$ cat config.mk
export PLATFORM = sky130hd
export DESIGN_NAME = mem_wb_stage
export DESIGN_NICKNAME = d
export VERILOG_FILES = /design/src/rtl/mem_wb_stage.sv
export SDC_FILE = /design/constraint.sdc
export NUM_CORES = 1
export LEC_CHECK = 0
export CORE_MARGIN = 3
export CORE_UTILIZATION = 45
export DETAILED_ROUTE_END_ITERATION = 12
export PLACE_DENSITY = 0.73
export SLEW_MARGIN = 5
export SYNTH_ARGS = -nofsm -noshare
export SYNTH_HDL_FRONTEND = slang
export SYNTH_SLANG_ARGS = --single-unit
$ cat constraint.sdc
create_clock -name clk -period 2.6 [get_ports clk]
set_input_delay 0.26 -clock clk [delete_from_list [all_inputs] [get_ports clk]]
set_output_delay 0.26 -clock clk [all_outputs]
set_load 0.005 [all_outputs]
$ cat src/rtl/mem_wb_stage.sv
// MEM/WB pipeline register with valid/ready handshake, 2-entry skid buffer and flush.
// Optional performance counters (stall/bubble) are built when MEM_WB_PERF_CNT_EN is defined.
module mem_wb_stage #(
    parameter int unsigned DATA_W = 16,
    parameter int unsigned REG_AW = 3
) (
    input  logic              clk,
    input  logic              rst,
    input  logic              in_valid,
    output logic              in_ready,
    input  logic [DATA_W-1:0] data_mem_in,
    input  logic [DATA_W-1:0] alu_result_in,
    input  logic [REG_AW-1:0] write_reg_in,
    input  logic              mem_to_reg_in,
    input  logic              reg_write_in,
    input  logic              flush,
    output logic              out_valid,
    input  logic              out_ready,
    output logic [DATA_W-1:0] data_mem_out,
    output logic [DATA_W-1:0] alu_result_out,
    output logic [REG_AW-1:0] write_reg_out,
    output logic              mem_to_reg_out,
    output logic              reg_write_out,
    output logic [DATA_W-1:0] wb_data_out
`ifdef MEM_WB_PERF_CNT_EN
    ,
    input  logic              perf_clr,
    output logic [15:0]       stall_cnt,
    output logic [15:0]       bubble_cnt
`endif
);

    typedef enum logic [1:0] {StEmpty, StOne, StTwo} state_e;

    typedef struct packed {
        logic [DATA_W-1:0] data_mem;
        logic [DATA_W-1:0] alu_result;
        logic [REG_AW-1:0] write_reg;
        logic              mem_to_reg;
        logic              reg_write;
    } entry_t;

    state_e state_q, state_d;
    logic   in_ready_q;
    entry_t head_q, skid_q, in_entry;
    logic   accept, deliver;
    logic   load_head_in, load_head_skid, load_skid;

    assign in_entry  = '{data_mem:   data_mem_in,
                         alu_result: alu_result_in,
                         write_reg:  write_reg_in,
                         mem_to_reg: mem_to_reg_in,
                         reg_write:  reg_write_in};
    assign out_valid = (state_q != StEmpty);
    assign in_ready  = in_ready_q;
    assign accept    = in_valid & in_ready_q;
    assign deliver   = out_valid & out_ready;

    always_comb begin
        state_d        = state_q;
        load_head_in   = 1'b0;
        load_head_skid = 1'b0;
        load_skid      = 1'b0;
        if (flush) begin
            state_d = StEmpty;
        end else begin
            unique case (state_q)
                StEmpty: begin
                    if (accept) begin
                        state_d      = StOne;
                        load_head_in = 1'b1;
                    end
                end
                StOne: begin
                    if (accept && deliver) begin
                        load_head_in = 1'b1;
                    end else if (accept) begin
                        state_d   = StTwo;
                        load_skid = 1'b1;
                    end else if (deliver) begin
                        state_d = StEmpty;
                    end
                end
                StTwo: begin
                    if (deliver) begin
                        state_d        = StOne;
                        load_head_skid = 1'b1;
                    end
                end
                default: state_d = StEmpty;
            endcase
        end
    end

    // in_ready is a flop so out_ready never reaches the memory stage combinationally.
    always_ff @(posedge clk or posedge rst) begin
        if (rst) begin
            state_q    <= StEmpty;
            in_ready_q <= 1'b0;
        end else begin
            state_q    <= state_d;
            in_ready_q <= (state_d != StTwo);
        end
    end

    // Flush clears only control bits; data fields keep their last loaded value.
    always_ff @(posedge clk or posedge rst) begin
        if (rst) begin
            head_q <= '0;
            skid_q <= '0;
        end else if (flush) begin
            head_q.mem_to_reg <= 1'b0;
            head_q.reg_write  <= 1'b0;
            skid_q.mem_to_reg <= 1'b0;
            skid_q.reg_write  <= 1'b0;
        end else begin
            if (load_head_in) begin
                head_q <= in_entry;
            end else if (load_head_skid) begin
                head_q <= skid_q;
            end
            if (load_skid) begin
                skid_q <= in_entry;
            end
        end
    end

    assign data_mem_out   = head_q.data_mem;
    assign alu_result_out = head_q.alu_result;
    assign write_reg_out  = head_q.write_reg;
    assign mem_to_reg_out = head_q.mem_to_reg & out_valid;
    assign reg_write_out  = head_q.reg_write & out_valid;
    assign wb_data_out    = mem_to_reg_out ? head_q.data_mem : head_q.alu_result;

`ifdef MEM_WB_PERF_CNT_EN
    always_ff @(posedge clk or posedge rst) begin
        if (rst) begin
            stall_cnt  <= '0;
            bubble_cnt <= '0;
        end else if (perf_clr) begin
            stall_cnt  <= '0;
            bubble_cnt <= '0;
        end else begin
            if (out_valid && !out_ready && (stall_cnt != 16'hFFFF)) begin
                stall_cnt <= stall_cnt + 16'd1;
            end
            if (!out_valid && (bubble_cnt != 16'hFFFF)) begin
                bubble_cnt <= bubble_cnt + 16'd1;
            end
        end
    end
`endif

endmodule

=== Yosys cells after proc, flatten, opt, wreduce, memory -nomap -nowiden ===
Cells that the tools add are included.

* Bits in registers: 77
* Bits of input ports: 42
* Output and inout bits: 55
* Word-level logic and storage cells: 51

* Equality and inequality tests: 3
* Multiplexer cells: 23
* Bitwise gates (word level): 5
* Reductions and logical operators: 8

{| class="wikitable"
|+ Operators with widths
! operator !! number
|-
| 37-bit two-way mux || 2
|-
| 2-bit two-way mux || 9
|-
| 16-bit two-way mux || 1
|-
| 1-bit two-way mux || 9
|-
| 2-bit one-hot mux with 3 select lines || 1
|-
| 2-bit nonzero test || 3
|-
| 1-bit AND || 4
|-
| 2-bit AND reduction || 2
|-
| 3-bit nonzero test || 1
|-
| 2-bit by 1-bit == test with 1-bit output (second input constant) || 1
|-
| 2-bit == test (second input constant) || 1
|-
| 2-bit logical NOT || 1
|-
| 2-bit != test (second input constant) || 1
|-
| 1-bit one-hot mux with 2 select lines || 1
|-
| 1-bit logical AND || 1
|-
| 1-bit NOT || 1
|}

=== Logic depth before layout (Yosys ltp) ===
Gate-level depths: netlist (run 1).

* Depth in word-level cells: 8
* Depth in mapped cells: 6

=== Worst setup path before layout (run 1) ===
Ideal clock, no wire load.

* Path type: flip-flop to flip-flop
* Start: reg state_q[0]
* End: reg head_q, in the netlist alu_result_out[0]
* Arrival: 1.632 ns
* Data required time: 2.475 ns
* Setup slack: 0.843 ns
* Stages on the path, launching flop included: 6
* Period minus slack after synthesis: 1.757 ns
* Path through: dfrtp_1 > nor4bb_1 > buf_6 > buf_12 > mux2_4 > mux2_4

* Longest elaborated chain between the ends: 8
* Elaborated cells between the ends (all ways): 15
* Classes of those cells: 2 x eq/ne; 7 x mux; 1 x bitwise; 5 x reduce/logical

{| class="wikitable"
|+ RTL lines
! what !! RTL line !! RTL
|-
| start, declared || 43 || <nowiki>state_e state_q, state_d;</nowiki>
|-
| start signal, assigned || 98 || <nowiki>state_q <= StEmpty;</nowiki>
|-
| start signal, assigned || 101 || <nowiki>state_q <= state_d;</nowiki>
|-
| 2-bit nonzero test || 54 || <nowiki>assign out_valid = (state_q != StEmpty);</nowiki>
|-
| 1-bit AND || 57 || <nowiki>assign deliver = out_valid & out_ready;</nowiki>
|-
| 1-bit logical AND || 75 || <nowiki>if (accept && deliver) begin</nowiki>
|-
| 1-bit two-way mux || 75 ||
|-
| 1-bit one-hot mux with 2 select lines || 67 || <nowiki>unique case (state_q)</nowiki>
|-
| 1-bit two-way mux || 64 || <nowiki>if (flush) begin</nowiki>
|-
| 2-bit nonzero test (no source line) || n/a ||
|-
| 2-bit AND reduction (no source line) || n/a ||
|-
| end signal, assigned || 118 || <nowiki>head_q <= in_entry;</nowiki>
|-
| end signal, assigned || 120 || <nowiki>head_q <= skid_q;</nowiki>
|-
| end, declared || 45 || <nowiki>entry_t head_q, skid_q, in_entry;</nowiki>
|}

Parallel ways exist; a longest one is shown, timed or not.
A chain may end at the register's enable or synchronous reset.

=== Final worst setup path (run 1) ===
* Start: reg state_q[0]
* End: out wb_data_out[12]

* Longest elaborated chain between the ends: 3

{| class="wikitable"
|+ RTL lines
! what !! RTL line !! RTL
|-
| 2-bit nonzero test || 54 ||
|-
| 1-bit AND || 131 || <nowiki>assign mem_to_reg_out = head_q.mem_to_reg & out_valid;</nowiki>
|-
| 16-bit two-way mux || 133 || <nowiki>assign wb_data_out = mem_to_reg_out ? head_q.data_mem : head_q.alu_result;</nowiki>
|-
| end, declared || 24 || <nowiki>output logic [DATA_W-1:0] wb_data_out</nowiki>
|}

Every way passes these cells.

==> results of run 1 <==
[sequential cells by signal, summed over array words and instances, names as in the netlist]
signal / count
skid_q: 37
state_q: 2
in_ready: 1
write_reg_out: 3
head_q: 2
alu_result_out: 16
data_mem_out: 16
[power by group through the flow]
stage / sequential, mW / combinational [mW] / clock (mW)
finish: 1.69 / 1.22 / 1.01
global route: 1.73 / 1.32 / 1.10
floorplan: 1.65 / 0.871 / 0
global placement: 1.70 / 1.20 / 0
CTS: 1.70 / 1.24 / 1.04
detailed placement: 1.72 / 1.24 / 0
[how the worst min path moves through the flow]
stage | startpoint | endpoint | slack (ps) | cells past startpoint
floorplan | flush | skid_q[0] | 320 | 1
global placement | skid_q[31] | skid_q[31] | 470 | 1
detailed placement | skid_q[32] | skid_q[32] | 480 | 1
CTS | rst | alu_result_out[15] | 160 | 2
global route | rst | alu_result_out[15] | 180 | 2
finish | rst | alu_result_out[15] | 170 | 2
[logic make-up (layout without fill, tap and decap cells)]
logic type,after synthesis,in the layout,share of synthesized area [%]
buffers and inverters,54,126,10.63
multiplexers,121,121,37.84
flip-flops,77,77,46.14
AND/OR/NAND/NOR,19,19,3.235
AO/OA/AOI/OAI,13,13,2.157
[worst max-delay path: cells and delay by family, from the launching register on]
family	cells	cell delay, ps
mux	1	380
buf+inv	2	760
flops	1	490
compound gates	1	190
[synth_stat cells]
cell type	number	area, sq um
mux2_4	58	870.8
nor3_1	2	10.01
and3b_1	1	8.760
o21ai_0	3	15.01
and2b_4	1	10.01
nor2_1	1	3.750
and4bb_2	1	12.51
nand3b_1	2	15.01
nand3_1	4	20.02
buf_6	8	90.09
nand2b_1	1	6.260
a2111oi_0	1	8.760
mux2_1	4	45.04
buf_2	1	5.000
a22oi_1	2	15.01
dfrtp_1	77	1927
a21oi_1	3	15.01
nor4bb_1	1	10.01
mux2_2	59	664.4
nand2_4	2	22.52
buf_12	3	60.06
o221ai_1	2	17.52
nor2b_1	1	6.260
inv_1	6	22.52
and3_1	1	6.260
clkbuf_1	1	3.750
o311a_1	1	10.01
buf_4	35	262.8
o21ai_2	1	8.760
nand2_1	1	3.750
[metrics by stage]
step / cells / cell area (sq um) / total power, mW / worst slack, ps
floorplan: 284 / 4177 / 2.520 / 373.3
global placement: 448 / 4977 / 2.906 / 331.2
detailed placement: 448 / 4977 / 2.957 / 291.8
CTS: 464 / 5202 / 3.981 / 124.7
global route: 464 / 5202 / 4.153 / 36.93
finish: 464 / 5202 / 3.927 / 172.5
[layout make-up]
cell class              instances  area [sq um]
inverters                       6         23.77
clock buffers                  12         155.1
clock inverters                 4         70.07
repair buffers                104          1071
multi-input cells             153          1821
flip-flops and latches         77          1927
well taps                     108         135.1
fillers                       732          3646
[metal layers]
metal | vias up | GRT usage [%] | part of all wire, %
met1 | 1211 | 20.40 | 44
met3 | 8 | 5.392 | 6.0
met2 | 70 | 26.44 | 49
li1 | 1102 | - | -
met5 | - | 0 | 0
met4 | 0 | 3.633 | 0.80
==> reports/qor.txt, run 1 <==
final hold violation count = 0
drt drc = 0
relative slew slack = 54.20%
share of layout cells above drive strength 1 = 41.29%
core area = 0.008848 sq mm
drt first-iter violations = 135
pins over their slew limit = 0
DRT Pass-1 Iters = 5
GRT Total Usage = 15.99%
vias in the first global route = 2569
Layout area overhead = 24.57%
Seq/Total Area, Yosys = 46.14%
MaxCap Viol Count = 0
Ports = 97
CP required = 2340 ps
global-route wire length before repair = 12880 um
CP peak stage delay = 490 ps
DR vias/cell = 5.153
Comb power frac = 31.1%
Lkg Pwr = 2.344 nW
Slowest cell on crit path = dfrtp_1
post-CTS setup buffers = 0
Port Buffers = 96
total die area = 0.01047 sq mm
Yosys reg bits = 77
Tmin final = 2427 ps
part of the power in registers = 43.1%
Skew-Pair Late Insertion Delay = 340 ps
synth warn = 0
Final Util = 58.80%
Synth Instances = 284
Via Count = 2391
antenna violations before repair = 0
most common cell after layout, fill and taps aside = clkdlybuf4s50_1
Clock Pin Slew Worst Setup and Hold Paths = 80 ps
CTS max path bufs = 2
WL per Instance = 17.14 um
clk_skew = 5.115 ps
switching power = 0.9401 mW
Routed WL = 7952 um
cts repair resizes = 0
Die Y-Extent = 102.3 um
Antenna Diode Count = 0
setup_tns = 0 ps
Achievable Freq = 0.4120 GHz
Internal = 2.987 mW
Max VDD drop = 419.9 uV
Min Hold Slack = 166.3 ps
die width = 102.3 um
launching point of the worst reg2reg path = state_q[0]
remaining global-route overflow = 0
Hold Crit Class = input pin to asynchronous set/reset pin
crit share post-route = 93.36%
most frequent cells in the layout = clkdlybuf4s50_1, dfrtp_1, mux2_2
CTS root buf = clkbuf_8
switching part of the total = 23.94%
Worst Reg-to-Reg Cells = 4
Initial Util = 47.20%
final setup vio count = 0
Worst R2R Setup Slack = 700 ps
data arrival time of the critical path = 2170 ps
syn nets = 326
H-tree Lvls = 3
RR Endpoint = data_mem_out[9]
Mapped Area = 0.004177 sq mm
Critical Path Sink = wb_data_out[12]
Setup crit start kind = flop
pwr/cell area = 754.9 mW/mm^2
Final nets = 393
Placement Rows = 34
total CTS buffers = 9
crit path from = state_q[0]
clock power share = 25.8%
Worst Tran Pin Value = 669.6 ps
post-DP HPWL = 5567 um
outcome = finished clean
RSZ-0062 raised after global routing = no
crit-path cells = o21ai_2 -> buf_4 -> mux2_2 -> clkdlybuf4s50_1
Post-CTS Hold Buffers = 0
mean post-synth cell area = 14.71 sq um
largest net degree at the start of global routing = 64
synth unique cells = 30
Num Clock Sinks = 77
ANT nets after route = 0
CTS tree = yes
crit path capture type = output port
Crit Path Category = flop to output port
RD Place Congestion = 0.8301
Max Fanout on Critical Path = 16
Note: power is estimated with default switching activity, not from simulation.
==> run 2, diff against run 1 <==
Settings changed: RECOVER_POWER from default to 100.
Clock period 2.6 ns to 2.25 ns, I/O delays scaled along.
==> run 2 against run 1 <==
- sequential share of layout area up 0.65 points
- setup slack worse by 90 ps
- non-clock buffer count up 5
- via count up 1.7%
- first-iteration DRC count down 68%
==> reports/qor.txt, run 2 (synthesis results as in run 1) <==
Num Clock Sinks = 77 (unchanged)
outcome = finished clean
Achievable Freq = 0.4614 GHz
GR Util met1 = 20.43% (+0.035 points)
Min Hold Slack = 491.0 ps (+324.7 ps)
Max Fanout on Critical Path = 12 (-4)
hold depth = 3
Via Count = 2431 (+1.7%)
Placement Rows = 34 (unchanged)
Max VDD drop = 395.2 uV (-5.9%)
GRT Total Usage = 16.21% (+0.22 points)
DP Cell Count = 449 (+0.22%)
fill cell count = 729 (-0.41%)
launching point of the worst reg2reg path = state_q[0]
Die Y-Extent = 102.3 um (unchanged)
Initial Util = 47.20% (unchanged)
Final Worst Setup Slack = 82.65 ps (-89.89 ps)
Pwr Total = 4.344 mW (+11%)
crit path buf inv count = 2 (unchanged)
Clock Pin Slew Worst Setup and Hold Paths = 80 ps (about the same)
Hold Crit Class = input pin to flop
Antenna Diode Count = 0 (unchanged)
post-DP HPWL = 5365 um (-3.6%)
remaining global-route overflow = 0 (unchanged)
crit-path cells = o21ai_4 -> buf_12 -> mux2_2 -> clkdlybuf4s50_1
drt drc = 0 (unchanged)
Layout area overhead = 22.59%
worst hold start = reg_write_in
Crit Path Category = flop to output port
Largest register FFs = 37 (unchanged)
vias in the first global route = 2578 (+0.35%)
Worst Tran Pin Value = 1064 ps (+394.3 ps)
H-tree Lvls = 3 (unchanged)
Lkg Pwr = 2.283 nW (-2.6%)
core area = 0.008848 sq mm (unchanged)
final hold violation count = 0 (unchanged)
antenna violations before repair = 0 (unchanged)
CTS tree = yes
Skew-Pair Late Insertion Delay = 340 ps (about the same)
pre-CTS setup slack = 103.0 ps (-188.8 ps)
most common cell after layout, fill and taps aside = dfrtp_1
pwr/cell area = 848.4 mW/mm^2 (+12%)
global-route wire length before repair = 13070 um (+1.5%)
ANT nets after route = 0 (unchanged)
Routed WL = 8058 um (+1.3%)
Worst Reg-to-Reg Cells = 5 (+1)
Ports = 97 (unchanged)
crit share post-route = 96.33%
RD Place Congestion = 0.7557 (-9.0%)
Final nets = 398 (+1.3%)
largest net degree at the start of global routing = 78 (+22%)
total die area = 0.01047 sq mm (unchanged)
crit path capture type = output port
RR Endpoint = data_mem_out[5]
Hold EP = skid_q[0]
CP required = 2030 ps (-310 ps)
DRT Pass-1 Iters = 5 (unchanged)
share of layout cells above drive strength 1 = 33.33% (-8.0 points)
CP peak stage delay = 460 ps (-30 ps)
Finished Layout Cells = 468 (+0.86%)
RSZ-0062 raised after global routing = no
Port Buffers = 96 (unchanged)
Tmin final = 2167 ps
drt first-iter violations = 43 (-68%)
most frequent cells in the layout = dfrtp_1, mux2_2, clkdlybuf4s50_1
final setup vio count = 0 (unchanged)
data arrival time of the critical path = 1940 ps (-230 ps)
setup_tns = 0 ps (unchanged)
met3 Use GR = 4.573% (-0.82 points)
DR vias/cell = 5.194 (+0.80%)
delay-heaviest family, CP = buffers and inverters
clk_skew = 6.286 ps (+1.171 ps)
Slowest cell on crit path = clkdlybuf4s50_1
total CTS buffers = 9 (unchanged)
Worst R2R Setup Slack = 200 ps (-500 ps)
Most Used Layer, Global Route = met2
pins over their slew limit = 0 (unchanged)
met2 usage = 26.89% (+0.45 points)
MaxCap Viol Count = 0 (unchanged)
relative slew slack = 29.07% (-25 points)
WL per Instance = 17.22 um (+0.47%)
Top reg by flops = skid_q
CTS root buf = clkbuf_8
Post-CTS Hold Buffers = 0 (unchanged)
Setup crit start kind = flop
die width = 102.3 um (unchanged)
CTS max path bufs = 2 (unchanged)
==> run 2: power breakdown <==
group	leakage (nW)	internal, mW	switching (mW)
Combinational	1.25	0.884	0.380
Sequential	0.933	1.73	0.202
Clock	0.105	0.648	0.496
==> run 2: worst min-delay path: stages <==
cell and delay, ps:
clkdlybuf4s50_1 430, nand3_1 80, a21oi_1 60
==> run 2: cell type report <==
type | instances | area [sq um] | area share (%)
multi-input combinational | 153 | 1715 | 33.50
tap | 108 | 135.1 | 2.639
sequential | 77 | 1929 | 37.68
inverter | 6 | 23.77 | 0.4643
clock inverter | 4 | 72.57 | 1.417
clock buffer | 11 | 141.4 | 2.761
timing repair buffer | 109 | 1102 | 21.53
==> run 2: worst max path at each step <==
| stage | from | to | slack, ps | depth (start not counted) |
|---|---|---|---|---|
| finish | state_q[0] | wb_data_out[6] | 80 | 4 |
| global route | state_q[0] | wb_data_out[11] | 4 | 4 |
| CTS | state_q[1] | wb_data_out[11] | 9 | 4 |
| detailed placement | out_ready | data_mem_out[5] | 100 | 5 |
| global placement | out_ready | data_mem_out[10] | 140 | 5 |
| floorplan | rst | alu_result_out[0] | 60 | 1 |
==> run 2: through the flow <==
stage | utilization (%) | area, sq um
after floorplan | - | 4177
after global placement | 56.62 | 5010
after detailed placement | 56.62 | 5010
after CTS | 59.23 | 5241
after global routing | 57.86 | 5120
final | 57.86 | 5120
==> run 2: metal layers <==
layer | wire [um] | vias up
li1 | - | 1121
met1 | 3456 | 1236
met2 | 4106 | 68
met3 | 424 | 6
met4 | 70 | 0
met5 | 0 | -
==> run 2: timing repair <==
item,CTS,global route
pin swaps,1,0
buffers inserted,1,3
gates resized for setup,3,0
setup endpoints to repair,16,15
